[src/rtl/reg_universal_n_pkg.sv]
// Shared mode and FSM state encodings for the universal register.
// Imported by the RTL and by the bench.
package reg_universal_n_pkg;

  typedef enum logic [2:0] {
    M_HOLD = 3'd0,
    M_LOAD = 3'd1,
    M_SHL  = 3'd2,
    M_SHR  = 3'd3,
    M_ROL  = 3'd4,
    M_ROR  = 3'd5,
    M_ASR  = 3'd6,
    M_CLR  = 3'd7
  } mode_e;

  typedef enum logic [1:0] {
    S_IDLE = 2'd0,
    S_BUSY = 2'd1,
    S_DONE = 2'd2
  } state_e;

endpackage

[src/rtl/reg_universal_n_cell.sv]
// One bit slice of the universal register: 8:1 next-value mux
// plus a flop with synchronous reset and clock enable.
module reg_universal_n_cell
  import reg_universal_n_pkg::*;
(
  input  logic       clk,
  input  logic       rst,
  input  logic       en_i,
  input  logic [2:0] op_i,
  input  logic       d_i,
  input  logic       lnb_i,
  input  logic       rnb_i,
  output logic       q_o
);

  logic q_q;
  logic q_d;

  // lnb_i feeds left moves, rnb_i feeds right moves
  always_comb begin
    q_d = q_q;
    unique case (mode_e'(op_i))
      M_HOLD: q_d = q_q;
      M_LOAD: q_d = d_i;
      M_SHL:  q_d = lnb_i;
      M_ROL:  q_d = lnb_i;
      M_SHR:  q_d = rnb_i;
      M_ROR:  q_d = rnb_i;
      M_ASR:  q_d = rnb_i;
      M_CLR:  q_d = 1'b0;
    endcase
  end

  always_ff @(posedge clk) begin
    if (rst) begin
      q_q <= 1'b0;
    end else if (en_i) begin
      q_q <= q_d;
    end
  end

  assign q_o = q_q;

endmodule

[src/rtl/reg_universal_n.sv]
// WIDTH-bit universal register with a repeat-op FSM
// (start/cnt run one shift or rotate cnt times).
module reg_universal_n
  import reg_universal_n_pkg::*;
#(
  parameter int WIDTH = 8,
  parameter int CNT_W = 4
) (
  input  logic             clk,
  input  logic             rst,
  input  logic             en,
  input  logic [2:0]       mode,
  input  logic [WIDTH-1:0] d,
  input  logic             sin_l,
  input  logic             sin_r,
  input  logic             start,
  input  logic [CNT_W-1:0] cnt,
  output logic [WIDTH-1:0] q,
  output logic             sout_l,
  output logic             sout_r,
  output logic             busy,
  output logic             done
);

  state_e           state_q;
  logic [CNT_W-1:0] cnt_q;
  mode_e            mode_q;

  mode_e            op;
  logic [WIDTH-1:0] q_w;
  logic [WIDTH-1:0] lnb;
  logic [WIDTH-1:0] rnb;
  logic             lsb_src;
  logic             msb_src;

  // The start edge itself and the DONE cycle leave q alone
  always_comb begin
    op = M_HOLD;
    unique case (state_q)
      S_IDLE:  op = start ? M_HOLD : mode_e'(mode);
      S_BUSY:  op = mode_q;
      S_DONE:  op = M_HOLD;
      default: op = M_HOLD;
    endcase
  end

  always_comb begin
    lsb_src = sin_r;
    if (op == M_ROL) begin
      lsb_src = q_w[WIDTH-1];
    end
  end

  always_comb begin
    msb_src = sin_l;
    if (op == M_ROR) begin
      msb_src = q_w[0];
    end else if (op == M_ASR) begin
      msb_src = q_w[WIDTH-1];
    end
  end

  assign lnb = {q_w[WIDTH-2:0], lsb_src};
  assign rnb = {msb_src, q_w[WIDTH-1:1]};

  for (genvar i = 0; i < WIDTH; i++) begin : g_cell
    reg_universal_n_cell u_cell (
      .clk   (clk),
      .rst   (rst),
      .en_i  (en),
      .op_i  (op),
      .d_i   (d[i]),
      .lnb_i (lnb[i]),
      .rnb_i (rnb[i]),
      .q_o   (q_w[i])
    );
  end

  always_ff @(posedge clk) begin
    if (rst) begin
      state_q <= S_IDLE;
      cnt_q   <= '0;
      mode_q  <= M_HOLD;
    end else if (en) begin
      unique case (state_q)
        S_IDLE: begin
          if (start) begin
            mode_q  <= mode_e'(mode);
            cnt_q   <= cnt;
            state_q <= (cnt != '0) ? S_BUSY : S_DONE;
          end
        end
        S_BUSY: begin
          cnt_q <= cnt_q - CNT_W'(1);
          if (cnt_q == CNT_W'(1)) begin
            state_q <= S_DONE;
          end
        end
        S_DONE: begin
          state_q <= S_IDLE;
        end
        default: begin
          state_q <= S_IDLE;
        end
      endcase
    end
  end

  assign q      = q_w;
  assign sout_l = q_w[WIDTH-1];
  assign sout_r = q_w[0];
  assign busy   = (state_q == S_BUSY);
  assign done   = (state_q == S_DONE);

endmodule

[config.mk]
export PLATFORM = sky130hd
export DESIGN_NAME = reg_universal_n
export DESIGN_NICKNAME = d
export VERILOG_FILES = /design/src/rtl/reg_universal_n_pkg.sv /design/src/rtl/reg_universal_n_cell.sv /design/src/rtl/reg_universal_n.sv
export SDC_FILE = /design/constraint.sdc
export NUM_CORES = 1
export LEC_CHECK = 0
export CAP_MARGIN = 20
export CORE_ASPECT_RATIO = 0.6
export CORE_MARGIN = 2
export CORE_UTILIZATION = 35
export CTS_CLUSTER_DIAMETER = 60
export CTS_CLUSTER_SIZE = 10
export DETAILED_ROUTE_END_ITERATION = 12
export GPL_ROUTABILITY_DRIVEN = 0
export PLACE_DENSITY_LB_ADDON = 0.15
export SLEW_MARGIN = 10
export SYNTH_ARGS = -nofsm -noshare
export SYNTH_HDL_FRONTEND = slang
export SYNTH_SLANG_ARGS = --single-unit
[constraint.sdc]
create_clock -name clk -period 3.6 [get_ports clk]
set_input_delay 0.54 -clock clk [delete_from_list [all_inputs] [get_ports clk]]
set_output_delay 0.54 -clock clk [all_outputs]
set_load 0.1 [all_outputs]
# Yosys cells after proc, flatten, opt, wreduce, memory -nomap -nowiden
# Cells that the tools add are included.
# totals
inputBits	21
output_inout_bits	12
ff_bits	17
elab_cells	56
# classes
n_reduce_logical	11
eq_ne	13
bitwise	1
mux	19
add_sub_neg	1
# ops
operator	n
1-bit one-hot mux with 4 select lines	8
3-bit equality test, second input constant	4
3-bit AND reduction	4
4-bit one-hot mux with 2 select lines	1
3-bit by 2-bit equality test with 1-bit output, second input constant	2
2-bit two-way mux	3
3-bit one-hot mux with 2 select lines	1
4-bit by 1-bit equality test with 1-bit output, second input constant	1
4-bit two-way mux	1
2-bit one-hot mux with 2 select lines	1
4-bit nonzero test	1
4-bit by 1-bit subtractor with 4-bit output, second input constant	1
3-bit by 1-bit equality test with 1-bit output, second input constant	1
3-bit zero test	1
1-bit two-way mux	3
3-bit two-way mux	1
3-bit inequality test, second input constant	1
3-bit OR reduction	1
2-bit by 1-bit equality test with 1-bit output, second input constant	1
2-bit equality test, second input constant	1
2-bit zero test	1
2-bit by 1-bit inequality test with 1-bit output, second input constant	1
2-bit inequality test, second input constant	1
2-bit AND reduction	1
other kinds (3)	3

# Logic depth before layout (Yosys ltp)
# logic_depth
depth_word	6
ltp_mapped	8
depth_no_buf	7

# Cells and area by module
# From an unflattened synthesis, not the netlist that was laid out.
# hier_totals
hier_cells	179
area_unflattened_um2	1438.9
# modules_own_cells
mod	cells_per_inst	area_each_um2	instances	seq_area_each_um2
reg_universal_n_cell	11	93.8	8	20.0
reg_universal_n	91	688.2	1	180.2

# Worst setup path before layout
# OpenSTA, ideal clock, no wires.
# synth_path
kind	flip-flop to output port
startpoint	reg state_q[1]
endpoint	out done
path_buffers	1
setup_slack_ps	1008
arrival_ps	2052
stages_incl_launch_ff	3
required_time_ps	3060
path_cell_list	dfxtp_1 -> clkbuf_1 -> nor2b_1
# synth_between
elab_chain_len	1
# synth_rtl
item	line	rtl
start: declaration	reg_universal_n.sv:25	state_e state_q;
start signal: assignment	reg_universal_n.sv:90	state_q <= (cnt != '0) ? S_BUSY : S_DONE;
2-bit equality test	reg_universal_n.sv:113	assign done = (state_q == S_DONE);
end: declaration	reg_universal_n.sv:22	output logic done
# No other way between the ends.

# Worst setup path after layout
# layout_path
startpoint	in start
endpoint	reg g_cell[1].u_cell.q_q
# layout_between
elab_chain_len	5
word_cells_on_any_way	15
classes_between	eq/ne (7); mux (3); bitwise (1); reduce/logical (4)
# layout_rtl
item	line	rtl
start: declaration	reg_universal_n.sv:16	input logic start,
3-bit two-way mux *	reg_universal_n.sv:40	S_IDLE: op = start ? M_HOLD : mode_e'(mode);
3-bit one-hot mux with 2 select lines *	reg_universal_n.sv:39	unique case (state_q)
3-bit equality test, or another cell as far along	reg_universal_n_cell.sv:22	unique case (mode_e'(op_i))
3-bit OR reduction (no source line), or another cell as far along	-	
1-bit one-hot mux with 4 select lines or 2-bit AND reduction (tied branches)	-	
end signal: assignment	reg_universal_n_cell.sv:38	q_q <= q_d;
end: declaration	reg_universal_n_cell.sv:16	logic q_q;
# Mark *: on every way between the ends. The rest lies on a longest branch, timed or not.
# A chain may end at the register's enable or synchronous reset.

==> run_results.csv <==
group,metric,value,unit
setup_path,crit_required,3.75,ns
cts,clock_sinks,17,
global_route,grt_pass1_wl,4.73,mm
synth,ys_async_sr_fraction,0,%
pwr,seqPwrFrac,35.4,%
cts,clk_latency,0.25,ns
layout,finish.net_count,194,
setup_path,crit_arrival,2.65,ns
pwr,comb_power_share,42.1,%
cts,cts_resized,0,
die,fp.dieArea,3880,µm²
pwr,max-vdd-ir-drop,0.000200,V
pwr,power_density,429,nW/µm²
place,io_buffers,32,
global_route,grt_usage,15.5,%
timing,final_max_slew_viol_count,0,
cts,clk_path_buf_depth,2,
cts,cts_root_buf,"clkbuf_8",
drt,drc,0,
setup_path,endpoint_kind,"flop",
timing,rsz0062_at_grt,"false",
layout,syn_to_final_growth,27.5,%
die,die_h,49.1,µm
run,cap_violations,0,
setup_path,cp_top_family,"simple AND/OR/NAND/NOR gates",
synth,synth_common_cells,"nor2_1, dfxtp_1, nand2_1",
cts,cts_tree,"built",
synth,ys_ff_latch,17,
layout,layout-drive-gt1-share,8.82,%
synth,synth_top_area_cell,"dfxtp_1",
die,pin_count,33,
synth,netlist_instances,148,
drt,first_pass_iters,4,
pwr,p_int,0.378,mW
synth,yosys-top-cells-area,"dfxtp_1, buf_4, nor2_1",
pwr,leakagePower,0.574,nW
timing,worstMarginPinSlew,0.968,ns
die,start_util,36.5,%
setup_path,critical-path-slowest-cell,"clkdlybuf4s50_1",
global_route,grt_max_degree,19,
pwr,p_sw_share,41.7,%
drt,final_antenna_net_count,0,
layout,fin_area,1510,µm²
run_status,outcome,"finished clean",
pwr,power,0.648,mW
cts,numCtsBuffers,3,
timing,fin_setup_tns,0,ns
die,row_count,16,
cts,cts_hold_buf,0,
cts,cts.clk_slew.worst_paths,0.07,ns
setup_path,critPathBufInv,1,
synth,syn_area,1180,µm²
global_route,grt_pass1_vias,987,
drt,num_vias,1118,
synth,synth_most_common_cell,"nor2_1",
place,place_ws,0.832,ns
layout,final_cells,215,
synth,seq_area_frac_synth,28.7,%
pwr,switching_power,0.270,mW
global_route,antenna_found_initial,0,
drt,viasPerCell,5.20,
synth,ys.flop_type,"dfxtp_1",
setup_path,crit_path_max_incr_delay,0.50,ns
drt,post_drt_wl_per_cell,13.6,µm
drt,wl,2.91,mm
layout,antennaDiodeCount,0,
synth,synth_area_per_cell,8.01,µm²
synth,ys_types,38,
timing,finalCritPeriodShare,69.6,%
setup_path,path_class,"in2reg",
die,core,3240,µm²
timing,setup_viol,0,
synth,synth-edff-count,0,
timing,relSlewSlack,35.3,%
timing,holdWs,0.500,ns
cts,post-cts-setup-buffers,0,
synth,synth_nets,171,
pwr,pwr-share-clk,22.6,%
timing,hold_violations,0,
setup_path,worst-path-max-fanout,9,
die,die_w,79.1,µm
synth,synth_top_area_share,28.7,%
synth,synth_warnings,0,
drt,dr.first_iter.drc_count,48,
place,detailed_place_hpwl,2.19,mm
cts,htree_levels,1,
place,placed_area,1470,µm²
timing,fin_ws,1.09,ns
min_path,hp-class,"reg2reg",
place,dpl.cell_count,211,
setup_path,path_cells,"clkdlybuf4s50_1 -> or3b_4 -> a21oi_4 -> or2_1 -> o21a_1 -> nor2_1 -> a311oi_1",
setup_path,start_kind,"primary input",
global_route,grt_overflow,0,
layout,utilization,46.6,%
timing,clock-skew-final,0.00816,ns
timing,fmax,0.399,GHz
timing,period_needed,2.51,ns
## power groups by stage
stage          sequential (mW)  clock, mW  combinational (mW)
2_1_floorplan            0.238          0               0.210
3_3_place_gp             0.232          0               0.270
3_5_place_dp             0.233          0               0.272
4_1_cts                  0.228      0.151               0.273
5_1_grt                  0.232      0.160               0.292
6_report                 0.229      0.146               0.273
## per-layer routing
| layer | track usage (%) | routed length [µm] | vias up |
|---|---|---|---|
| li1 | - | - | 564 |
| met1 | 23.3 | 1610 | 526 |
| met2 | 21.5 | 1150 | 26 |
| met3 | 5.00 | 134 | 2 |
| met4 | 2.87 | 14 | 0 |
| met5 | 0 | 0 | - |
## worst register-to-register path, stage by stage, from the launching register on
cell and delay [ns]:
dfxtp_1 0.48, or3b_4 0.48, a21oi_4 0.25, or2_1 0.33, o21a_1 0.30, nor2_1 0.07, a311oi_1 0.24
## state kept, by name (all words and copies together), names as in the netlist
register and cells:
g_cell.u_cell.q_o 8, mode_q 3, state_q 2, cnt_q 4
## cell type report
class / count / area (µm²)
tap: 45 / 56.3
inverter: 10 / 37.5
fill: 350 / 1730
timing repair buffer: 33 / 323
sequential: 17 / 340
clock buffer: 4 / 45.0
multi-input combinational: 106 / 708
## worst paths after layout
path                   start              endpoint  slack, ns  depth (start not counted)
setup / recovery       start  g_cell[1].u_cell.q_o       1.09                          7
hold / removal     mode_q[0]             mode_q[0]       0.50                          2
setup reg to reg  state_q[0]  g_cell[1].u_cell.q_o       1.34                          6
hold reg to reg    mode_q[0]             mode_q[0]       0.50                          2
## cell families after synthesis
kind of cell / Yosys count / share of synthesized area (%)
multiplexers: 6 / 6.12
adder cells (fa/ha/maj): 2 / 2.11
flip-flops: 17 / 28.7
XOR/XNOR: 4 / 2.96
AO/OA/AOI/OAI: 43 / 27.7
AND/OR/NAND/NOR: 51 / 20.9
buffers and inverters: 25 / 11.5
## cells in the final DEF, fill, tap and decap left out, drive strengths merged
cell,Yosys,routed
nor4,2,2
inv,10,10
a21o,5,5
nor2b,1,1
o22ai,2,2
nor3,4,4
nand2,15,15
buf,12,3
ha,2,2
nor3b,2,2
xor2,2,2
a2bb2oi,1,1
mux2i,6,6
a221oi,1,1
o21a,1,1
nor2,18,18
o221ai,3,3
nand2b,4,4
xnor2,2,2
o21ai,7,7
a32o,1,1
nor4b,1,1
o41ai,1,1
clkbuf,3,4
clkdlybuf4s50,0,30
or3b,2,2
a21oi,14,14
a311oi,6,6
dfxtp,17,17
nand3,1,1
or2,1,1
a211oi,1,1
Note: power is estimated with default switching activity, not from simulation.
